`src/rtl/uart_rx_fifo.sv`:
```
// -----------------------------------------------------------------------------
// uart_rx_fifo
// Receive-side byte FIFO between the UART RX FSM and the APB read path.
// Stores received bytes, flags dropped bytes, counts frame errors and raises
// a level interrupt at or above a threshold occupancy.
//
// Parameters
//   DEPTH     number of entries, power of two in 2..64
//   THRESH    occupancy at or above which irq_level asserts, 1..DEPTH
// Ports
//   clk       clock, rising edge
//   arst      asynchronous active-high reset
//   rst       synchronous active-high soft clear (wins over everything else)
//   wr_data   received byte
//   wr_valid  single-cycle push strobe
//   rx_error  single-cycle frame-error strobe
//   rd_en     pop request
//   clr_ovf   clears the overflow flag
//   clr_err   clears err_cnt
//   rd_data   head entry, first-word-fall-through, 8'h00 when empty
//   empty     level == 0
//   full      level == DEPTH
//   level     current occupancy
//   overflow  sticky dropped-byte flag
//   err_cnt   saturating frame-error count
//   irq_level registered (level >= THRESH)
// -----------------------------------------------------------------------------
module uart_rx_fifo #(
  parameter int unsigned DEPTH  = 8,
  parameter int unsigned THRESH = 4
) (
  input  logic                     clk,
  input  logic                     arst,
  input  logic                     rst,
  input  logic [7:0]               wr_data,
  input  logic                     wr_valid,
  input  logic                     rx_error,
  input  logic                     rd_en,
  input  logic                     clr_ovf,
  input  logic                     clr_err,
  output logic [7:0]               rd_data,
  output logic                     empty,
  output logic                     full,
  output logic [$clog2(DEPTH):0]   level,
  output logic                     overflow,
  output logic [7:0]               err_cnt,
  output logic                     irq_level
);

  localparam int unsigned PTR_W = $clog2(DEPTH);
  localparam int unsigned LVL_W = PTR_W + 1;

  logic [7:0]       mem_q [DEPTH];
  logic [PTR_W-1:0] wr_ptr_q, wr_ptr_d;
  logic [PTR_W-1:0] rd_ptr_q, rd_ptr_d;
  logic [LVL_W-1:0] level_q, level_d;
  logic             overflow_q, overflow_d;
  logic [7:0]       err_cnt_q, err_cnt_d;
  logic             irq_q, irq_d;

  logic             empty_c, full_c;
  logic             pop_c, push_c, drop_c;

  // Status derived from the registered occupancy
  assign empty_c = (level_q == '0);
  assign full_c  = (level_q == LVL_W'(DEPTH));

  // A pop frees the slot the push needs, so a full FIFO still accepts a
  // byte when it is read on the same edge; an empty FIFO ignores the pop.
  assign pop_c  = rd_en && !empty_c;
  assign push_c = wr_valid && (!full_c || pop_c);
  assign drop_c = wr_valid && full_c && !pop_c;

  // Next-state logic; soft clear overrides every other update
  always_comb begin
    wr_ptr_d   = wr_ptr_q;
    rd_ptr_d   = rd_ptr_q;
    level_d    = level_q;
    overflow_d = overflow_q;
    err_cnt_d  = err_cnt_q;

    if (push_c) wr_ptr_d = wr_ptr_q + PTR_W'(1);
    if (pop_c)  rd_ptr_d = rd_ptr_q + PTR_W'(1);

    case ({push_c, pop_c})
      2'b10:   level_d = level_q + LVL_W'(1);
      2'b01:   level_d = level_q - LVL_W'(1);
      default: level_d = level_q;
    endcase

    // A coincident drop beats the clear so no lost byte goes unreported
    if (drop_c)       overflow_d = 1'b1;
    else if (clr_ovf) overflow_d = 1'b0;

    if (clr_err)                            err_cnt_d = 8'h00;
    else if (rx_error && err_cnt_q != 8'hFF) err_cnt_d = err_cnt_q + 8'd1;

    if (rst) begin
      wr_ptr_d   = '0;
      rd_ptr_d   = '0;
      level_d    = '0;
      overflow_d = 1'b0;
      err_cnt_d  = 8'h00;
    end

    irq_d = (level_d >= LVL_W'(THRESH));
  end

  // Control state registers
  always_ff @(posedge clk or posedge arst) begin
    if (arst) begin
      wr_ptr_q   <= '0;
      rd_ptr_q   <= '0;
      level_q    <= '0;
      overflow_q <= 1'b0;
      err_cnt_q  <= 8'h00;
      irq_q      <= 1'b0;
    end else begin
      wr_ptr_q   <= wr_ptr_d;
      rd_ptr_q   <= rd_ptr_d;
      level_q    <= level_d;
      overflow_q <= overflow_d;
      err_cnt_q  <= err_cnt_d;
      irq_q      <= irq_d;
    end
  end

  // Storage array; contents need no reset since level gates visibility
  always_ff @(posedge clk) begin
    if (push_c && !rst) mem_q[wr_ptr_q] <= wr_data;
  end

  assign rd_data   = empty_c ? 8'h00 : mem_q[rd_ptr_q];
  assign empty     = empty_c;
  assign full      = full_c;
  assign level     = level_q;
  assign overflow  = overflow_q;
  assign err_cnt   = err_cnt_q;
  assign irq_level = irq_q;

endmodule
```
`config.mk`:
```
export PLATFORM = sky130hd
export DESIGN_NAME = uart_rx_fifo
export DESIGN_NICKNAME = d
export VERILOG_FILES = /design/src/rtl/uart_rx_fifo.sv
export SDC_FILE = /design/constraint.sdc
export NUM_CORES = 1
export LEC_CHECK = 0
export CORE_ASPECT_RATIO = 2
export CORE_MARGIN = 2
export CORE_UTILIZATION = 50
export DETAILED_ROUTE_END_ITERATION = 12
export MAX_ROUTING_LAYER = met4
export PLACE_DENSITY = 0.75
export SETUP_SLACK_MARGIN = 0.2
export SKIP_CTS_REPAIR_TIMING = 1
export SLEW_MARGIN = 20
export SYNTH_ARGS = -nofsm -noshare
export SYNTH_HDL_FRONTEND = slang
export SYNTH_SLANG_ARGS = --single-unit
export TNS_END_PERCENT = 30
```
`constraint.sdc`:
```
create_clock -name clk -period 2.3 [get_ports clk]
set_input_delay 0.23 -clock clk [delete_from_list [all_inputs] [get_ports clk]]
set_output_delay 0.23 -clock clk [all_outputs]
set_load 0.005 [all_outputs]
```
==> run summary, run 1 <==
Run status: finished, final reports clean
Post-synth ARST share: 23.8%
Tot GR Track Use: 20.0%
CTS tree: built
LEAKAGE: 0.00177 µW
CP Cell Sequence: buf_6, clkbuf_16, buf_8, mux4_2, mux2i_1, nor2_1, buf_2
Layout cell share with drive strength beyond 1: 26.0%
Rel. slew slack: 49.5%
Layout area overhead: 28.7%
Pwr Density: 974 mW/mm²
Critical path's slowest cell: mux4_2
Worst-skew pair later-pin latency: 0.33 ns
# port buffers: 39
Tcrit/Tclk final: 95.0%
Final setup violation count: 0
Commonest non-fill, non-tap cells in the layout: 64 x edfxtp_1, 29 x nor2_1, 29 x clkdlybuf4s50_1, 19 x dfrtp_1, 18 x buf_4
Routability Congestion: 0.859
WS Path Type: flip-flop to output port
Maximum VDD drop: 0.762 mV
Met1 Resource Use GR: 21.0%
First-pass GRT wire length: 11500 µm
Hold Fails Final Rpt: 0
Synthesized instance count: 245
Residual DRC: 0
Post-route insts no fill: 411
Post-Synthesis Cell Area: 0.00370 mm²
Die Footprint: 0.00815 mm²
HP Class: input port to async pin
CP Data Arrival Time: 1.96 ns
Area of the multi-input gates: 0.00121 mm²
Required time worst endpoint: 2.07 ns
FF+latch count, synth: 84
DP HPWL: 5270 µm
RSZ-0062 raised after global routing: true
Clock buffer depth: 2
GR Overflow Total: 0
Met3 global-route usage: 4.29%
Startpoint Class: flip-flop
Slew at the pin closest to its max-slew limit: 0.757 ns
Nets: 334
Crit. End Element: output port
Layer with the highest usage: met2
Yosys warns: 0
Fill cells: 536
Vias in the first global route: 2308
Worst Path Max Fanout: 4
Min Tclk post-route: 2.19 ns
Max incr delay on CP: 0.50 ns
Routed Antenna Nets: 0
Sequential element share of the synthesized area: 65.4%
Post-synth EDFFs: 64
Met2 Track Usage GR: 34.9%
CORE AREA: 0.00721 mm²
Initial antenna violation count: 0
Skew final: 0.00446 ns
Worst hold margin: 0.340 ns
Drt first pass iters: 4
Starting Density: 51.3%
DRT iter0 DRCs: 104
Avg Inst Size Synth: 15.1 µm²
Avg WL per Cell: 18.6 µm
Register Area: 0.00242 mm²
Cell Rows: 44
Top cell type's share of synthesized area: 51.9%
Dominant synthesized flop cell: edfxtp_1
Synth Net Count: 265
Synth area leaders: edfxtp_1 52%, dfrtp_1 14%, mux4_2 9.7%
Inserted Diodes: 0
Max Slew Vio Count: 0
DP Worst Slack: -0.00650 ns
Clock tree root driver cell: clkbuf_16
Max-cap violations: 0
Final WL: 7640 µm
# clock sinks: 84
Placed instance count: 382
Via count: 2295
Boundary Pins: 40
Largest area contributor in the netlist: edfxtp_1
Die width: 64.8 µm
Largest net degree at the start of global routing: 21
Cell variety after synth: 48
Fmax: 458 MHz
Clock slew at reported path FFs: 0.06 ns
Leading cell type in the layout, fill and taps excluded: edfxtp_1
Die Ht: 126 µm
Worst setup margin: 0.114 ns
H-Tree Depth: 3
CTS buffer count: 9
Vias per inst: 5.58
## per-stage QoR
| stage | TNS (ns) | total power, µW | utilization, % | instance area [µm²] |
|---|---|---|---|---|
| 6_report | 0 | 4640 | 66.0 | 4760 |
| 4_1_cts | -1.19 | 4400 | 63.5 | 4580 |
| 3_3_place_gp | 0 | 3010 | 59.6 | 4300 |
| 2_1_floorplan | 0 | 2490 | - | 3710 |
| 3_5_place_dp | -0.00650 | 3030 | 59.6 | 4300 |
| 5_1_grt | 0 | 4860 | 66.0 | 4760 |
## report_power, final
group | switching, µW | total, µW | internal, µW | leakage [µW]
registers | 52.7 | 1760 | 1710 | 0.000850
clock network | 524 | 1360 | 835 | 0.000141
logic | 678 | 1520 | 838 | 0.000781
## cell families (layout without fill, tap and decap cells)
logic type / after synthesis / in the layout / synth area share, %
AOI/OAI and AO/OA: 24 / 24 / 4.94
xor gates and xnor gates: 9 / 9 / 2.13
adders and majority gates: 4 / 4 / 1.35
buffers and inverters: 19 / 93 / 2.57
DFF: 84 / 84 / 65.4
muxes: 28 / 28 / 13.0
and+or+nand+nor: 77 / 77 / 10.6
## flip-flops by register name, summed over array words and instances (netlist names)
name       cells
err_cnt        8
irq_level      1
overflow       1
level          4
mem_q         64
rd_ptr_q       3
wr_ptr_q       3
## cell usage after synthesis, drive strengths merged (2+ instances only)
| library cell | count |
|---|---|
| nand2 | 11 |
| nand3 | 5 |
| ha | 4 |
| a21oi | 6 |
| xnor2 | 2 |
| nor4 | 2 |
| clkbuf | 2 |
| mux4 | 16 |
| a311oi | 2 |
| buf | 12 |
| dfrtp | 20 |
| xor2 | 7 |
| nand2b | 4 |
| mux2i | 12 |
| o211ai | 2 |
| o21ai | 6 |
| o31ai | 2 |
| or4 | 2 |
| nor3 | 5 |
| inv | 4 |
| or3 | 5 |
| nor2 | 30 |
| edfxtp | 64 |
## path summary, 6_finish.rpt
check                            start     endpoint  slack (ns)  cells past startpoint
max in group asynchronous         arst  rd_ptr_q[0]        1.44                      2
min in group clk              overflow     overflow        0.55                      2
min                               arst   err_cnt[7]        0.34                      2
min reg2reg                   overflow     overflow        0.55                      2
max                        rd_ptr_q[0]   rd_data[4]        0.11                      7
max reg2reg                   level[2]    irq_level        0.25                      7
## final cells by class
type | count | share of cell area [%]
clock buffer | 11 | 4.89
clock inverter | 5 | 1.10
inverter | 5 | 0.473
multi-input combinational | 142 | 25.3
sequential | 84 | 50.9
tap | 92 | 2.42
timing repair buffer | 71 | 14.8
timing repair inverter | 1 | 0.158
## metal layers
metal / part of all wire (%) / vias to the layer above
li1: - / 1073
met1: 34 / 1153
met2: 60 / 56
met3: 2.9 / 13
met4: 3.1 / 0
met5: 0 / -
## worst max-delay path: cells and delay by family, from the launching register on
| family | cells | cell delay (ns) |
|---|---|---|
| AND/OR/NAND/NOR | 1 | 0.06 |
| multiplexers | 2 | 0.64 |
| flip-flops | 1 | 0.45 |
| buffers and inverters | 4 | 0.49 |
Note: power is estimated with default switching activity, not from simulation.
==> run 2: changes to the inputs <==
--- a/config.mk
+++ b/config.mk
@@ -5,6 +5,7 @@
 export SDC_FILE = /design/constraint.sdc
 export NUM_CORES = 1
 export LEC_CHECK = 0
+export ABC_AREA = 1
 export CORE_ASPECT_RATIO = 2
 export CORE_MARGIN = 2
 export CORE_UTILIZATION = 50
==> run summary, run 2 <==
CTS tree: built
Fill cells: 567 (+5.8%)
Hold Fails Final Rpt: 0 (unchanged)
Largest area contributor in the netlist: edfxtp_1
Die Footprint: 0.00814 mm² (about the same)
Routability Congestion: 0.792 (-7.8%)
Cell Rows: 44 (unchanged)
Vias in the first global route: 2707 (+17%)
Worst setup margin: 0.0584 ns (-0.0559 ns)
Worst Path Max Fanout: 17 (+13)
Nets: 420 (+26%)
Final setup violation count: 0 (unchanged)
Bufs and invs on worst path: 2 (-2)
Residual DRC: 0 (unchanged)
Inserted Diodes: 0 (unchanged)
Cell count along the critical path: 6 (-1)
Max Slew Vio Count: 0 (unchanged)
CP Data Arrival Time: 2.01 ns (+0.05 ns)
Area of the multi-input gates: 0.00111 mm² (-8.2%)
Post-Synth Simple-Gate Area: 16.0% (+5.5 points)
Most frequent cell after synthesis: edfxtp_1
Sequential element share of the synthesized area: 65.5% (about the same)
Register Area: 0.00242 mm² (about the same)
Required time worst endpoint: 2.07 ns (about the same)
Layer with the highest usage: met2
Top cell type's share of synthesized area: 52.0% (about the same)
GR Overflow Total: 0 (unchanged)
Pwr Density: 940 mW/mm² (-3.5%)
WS Path Type: flip-flop to output port
Largest family of logic cells by synthesized area: simple AND/OR/NAND/NOR gates
Rel. slew slack: 47.3% (-2.2 points)
Total power: 4390 µW (-5.4%)
Min Tclk post-route: 2.24 ns (+0.0559 ns)
Die Ht: 126 µm (about the same)
Boundary Pins: 40 (unchanged)
LEAKAGE: 0.00184 µW (+3.6%)
Routed Antenna Nets: 0 (unchanged)
Synthesized instance count: 342 (+40%)
Net Sw Frac: 26.6% (-0.47 points)
First-pass GRT wire length: 13100 µm (+14%)
Crit path capture: rd_data[6]
Yosys warns: 0 (unchanged)
CORE AREA: 0.00721 mm² (unchanged)
CP Cell Sequence: buf_6, o21ai_0, o22ai_1, o21ai_1, a31oi_1, clkdlybuf4s50_1
RSZ-0062 raised after global routing: true
Critical path's slowest cell: clkdlybuf4s50_1
Post-synth ARST share: 23.8% (unchanged)
Layout cell share with drive strength beyond 1: 13.8% (-12 points)
Cell internal pwr: 3220 µW (-4.7%)
DRT iter0 DRCs: 177 (+70%)
Max reg flops: 64 (unchanged)
CP top delay family: buffers and inverters
Clock share of power: 37.7% (+8.4 points)
Worst reg2reg path depth: 13 (+6)
Leading cell type in the layout, fill and taps excluded: edfxtp_1
Commonest non-fill, non-tap cells in the layout: 64 x edfxtp_1, 63 x nor2_1, 44 x o21ai_0, 34 x clkdlybuf4s50_1, 30 x nand2_1
Tot GR Track Use: 22.6% (+2.6 points)
DP Worst Slack: 0.227 ns (+0.233 ns)
Maximum VDD drop: 0.647 mV (-15%)
DP HPWL: 5590 µm (+6.2%)
Met2 Track Usage GR: 40.3% (+5.4 points)
Synth Area in Compound Gates: 12.1% (+7.1 points)
Run status: finished, final reports clean
Max incr delay on CP: 0.53 ns (+0.03 ns)
Initial antenna violation count: 0 (unchanged)
Max-cap violations: 0 (unchanged)
Met3 global-route usage: 2.95% (-1.3 points)
Clock buffer depth: 2 (unchanged)
Tcrit/Tclk final: 97.5% (+2.4 points)
Clock slew at reported path FFs: 0.06 ns (about the same)
Starting Density: 51.3% (about the same)
Adder-Cell Fraction of Synth Area: 1.35% (about the same)
Reg2Reg Capture Point: irq_level
# port buffers: 39 (unchanged)
Post-synthesis mux area share: 0% (-13 points)
Layout area overhead: 26.3%
Top cells by count, synth: 64 x edfxtp_1, 63 x nor2_1, 44 x o21ai_0
Startpoint Class: flip-flop
Cell variety after synth: 30 (-38%)
Fmax: 446 MHz (-2.5%)
Avg Inst Size Synth: 10.8 µm² (-28%)
Skew final: 0.00598 ns (+0.00152 ns)
Post-Synthesis Cell Area: 0.00370 mm² (about the same)
Post-Synth XOR/XNOR Area: 0.474% (-1.7 points)
Vias per inst: 5.51 (-1.4%)
Slack of the worst reg-to-reg path: 0.43 ns (+0.18 ns)
Crit. End Element: output port
Final WL: 8160 µm (+6.9%)
HP Class: input port to async pin
Synth Net Count: 362 (+37%)
Sequential power share: 39.9% (+1.9 points)
Die width: 64.8 µm (about the same)
CTS buffer count: 9 (unchanged)
Met1 Resource Use GR: 24.1% (+3.1 points)
Dominant synthesized flop cell: edfxtp_1
CP startpoint: rd_ptr_q[1]
P_sw: 1170 µW (-7.0%)
Avg WL per Cell: 16.4 µm (-12%)
Reg-to-reg critical path startpoint: level[0]
Fin Setup TNS: 0 ns (unchanged)
Via count: 2736 (+19%)
FF+latch count, synth: 84 (unchanged)
Largest Register: mem_q
Slew at the pin closest to its max-slew limit: 0.789 ns (+0.0326 ns)
Clock tree root driver cell: clkbuf_16
Part of the power in combinational logic: 22.4% (-10 points)
Largest net degree at the start of global routing: 21 (unchanged)
Post-synth EDFFs: 64 (unchanged)
Synth area leaders: edfxtp_1 52%, dfrtp_1 14%, nor2_1 6.4%
Worst-skew pair later-pin latency: 0.34 ns (about the same)
H-Tree Depth: 3 (unchanged)
Drt first pass iters: 4 (unchanged)
# clock sinks: 84 (unchanged)
==> run 2: cell types whose count changed in the layout (fill, tap and decap cells not counted), moves of 12 or more <==
cell | before | now
nor2_1 | 29 | 63
o21ai_0 | 5 | 44
inv_1 | 3 | 25
mux4_2 | 16 | 0
nand2_1 | 10 | 30
mux2i_1 | 12 | 0
==> run 2: logic make-up (layout without fill, tap and decap cells) <==
group / after synthesis / in the layout
xor+xnor: 2 / 2
flops: 84 / 84
simple gates: 127 / 127
compound gates: 83 / 83
buf+inv: 42 / 105
fa+ha+maj: 4 / 4
==> run 2: power groups by stage <==
| stage | registers [µW] | logic, µW | clock network, µW |
|---|---|---|---|
| finish | 1750 | 984 | 1650 |
| global route | 1760 | 1100 | 1720 |
| CTS | 1750 | 987 | 1670 |
| detailed placement | 1780 | 979 | 0 |
| global placement | 1780 | 964 | 0 |
| floorplan | 1780 | 551 | 0 |
==> run 2: area by class of cell <==
| cell class | count | share of cell area (%) |
|---|---|---|
| flip-flops and latches | 84 | 51.9 |
| repair buffers | 57 | 11.9 |
| multi-input cells | 216 | 23.7 |
| inverters | 32 | 2.65 |
| clock inverters | 4 | 2.09 |
| well taps | 92 | 2.47 |
| clock buffers | 12 | 5.28 |
==> run 2: per-stage QoR <==
stage	std cells	hold WS (ns)	area [µm²]	util (%)
floorplan	342	0.194	3700	-
global placement	481	0.510	4290	59.5
detailed placement	481	0.527	4290	59.5
CTS	497	0.365	4640	64.3
global route	497	0.461	4670	64.7
finish	497	0.337	4670	64.7
==> run 2: layer usage <==
metal  vias to the layer above  share of wire [%]
li1                       1313                  -
met1                      1340                 37
met2                        71                 57
met3                        12                3.4
met4                         0                2.3
met5                         -                  0
==> run 2: worst min path at each step <==
stage / slack, ns / to / start / cells after the start
CTS: 0.37 / level[3] / arst / 2
global placement: 0.51 / err_cnt[3] / err_cnt[3] / 1
detailed placement: 0.53 / err_cnt[6] / err_cnt[6] / 1
global route: 0.46 / rd_ptr_q[0] / arst / 2
floorplan: 0.19 / err_cnt[0] / arst / 1
finish: 0.34 / level[0] / arst / 2
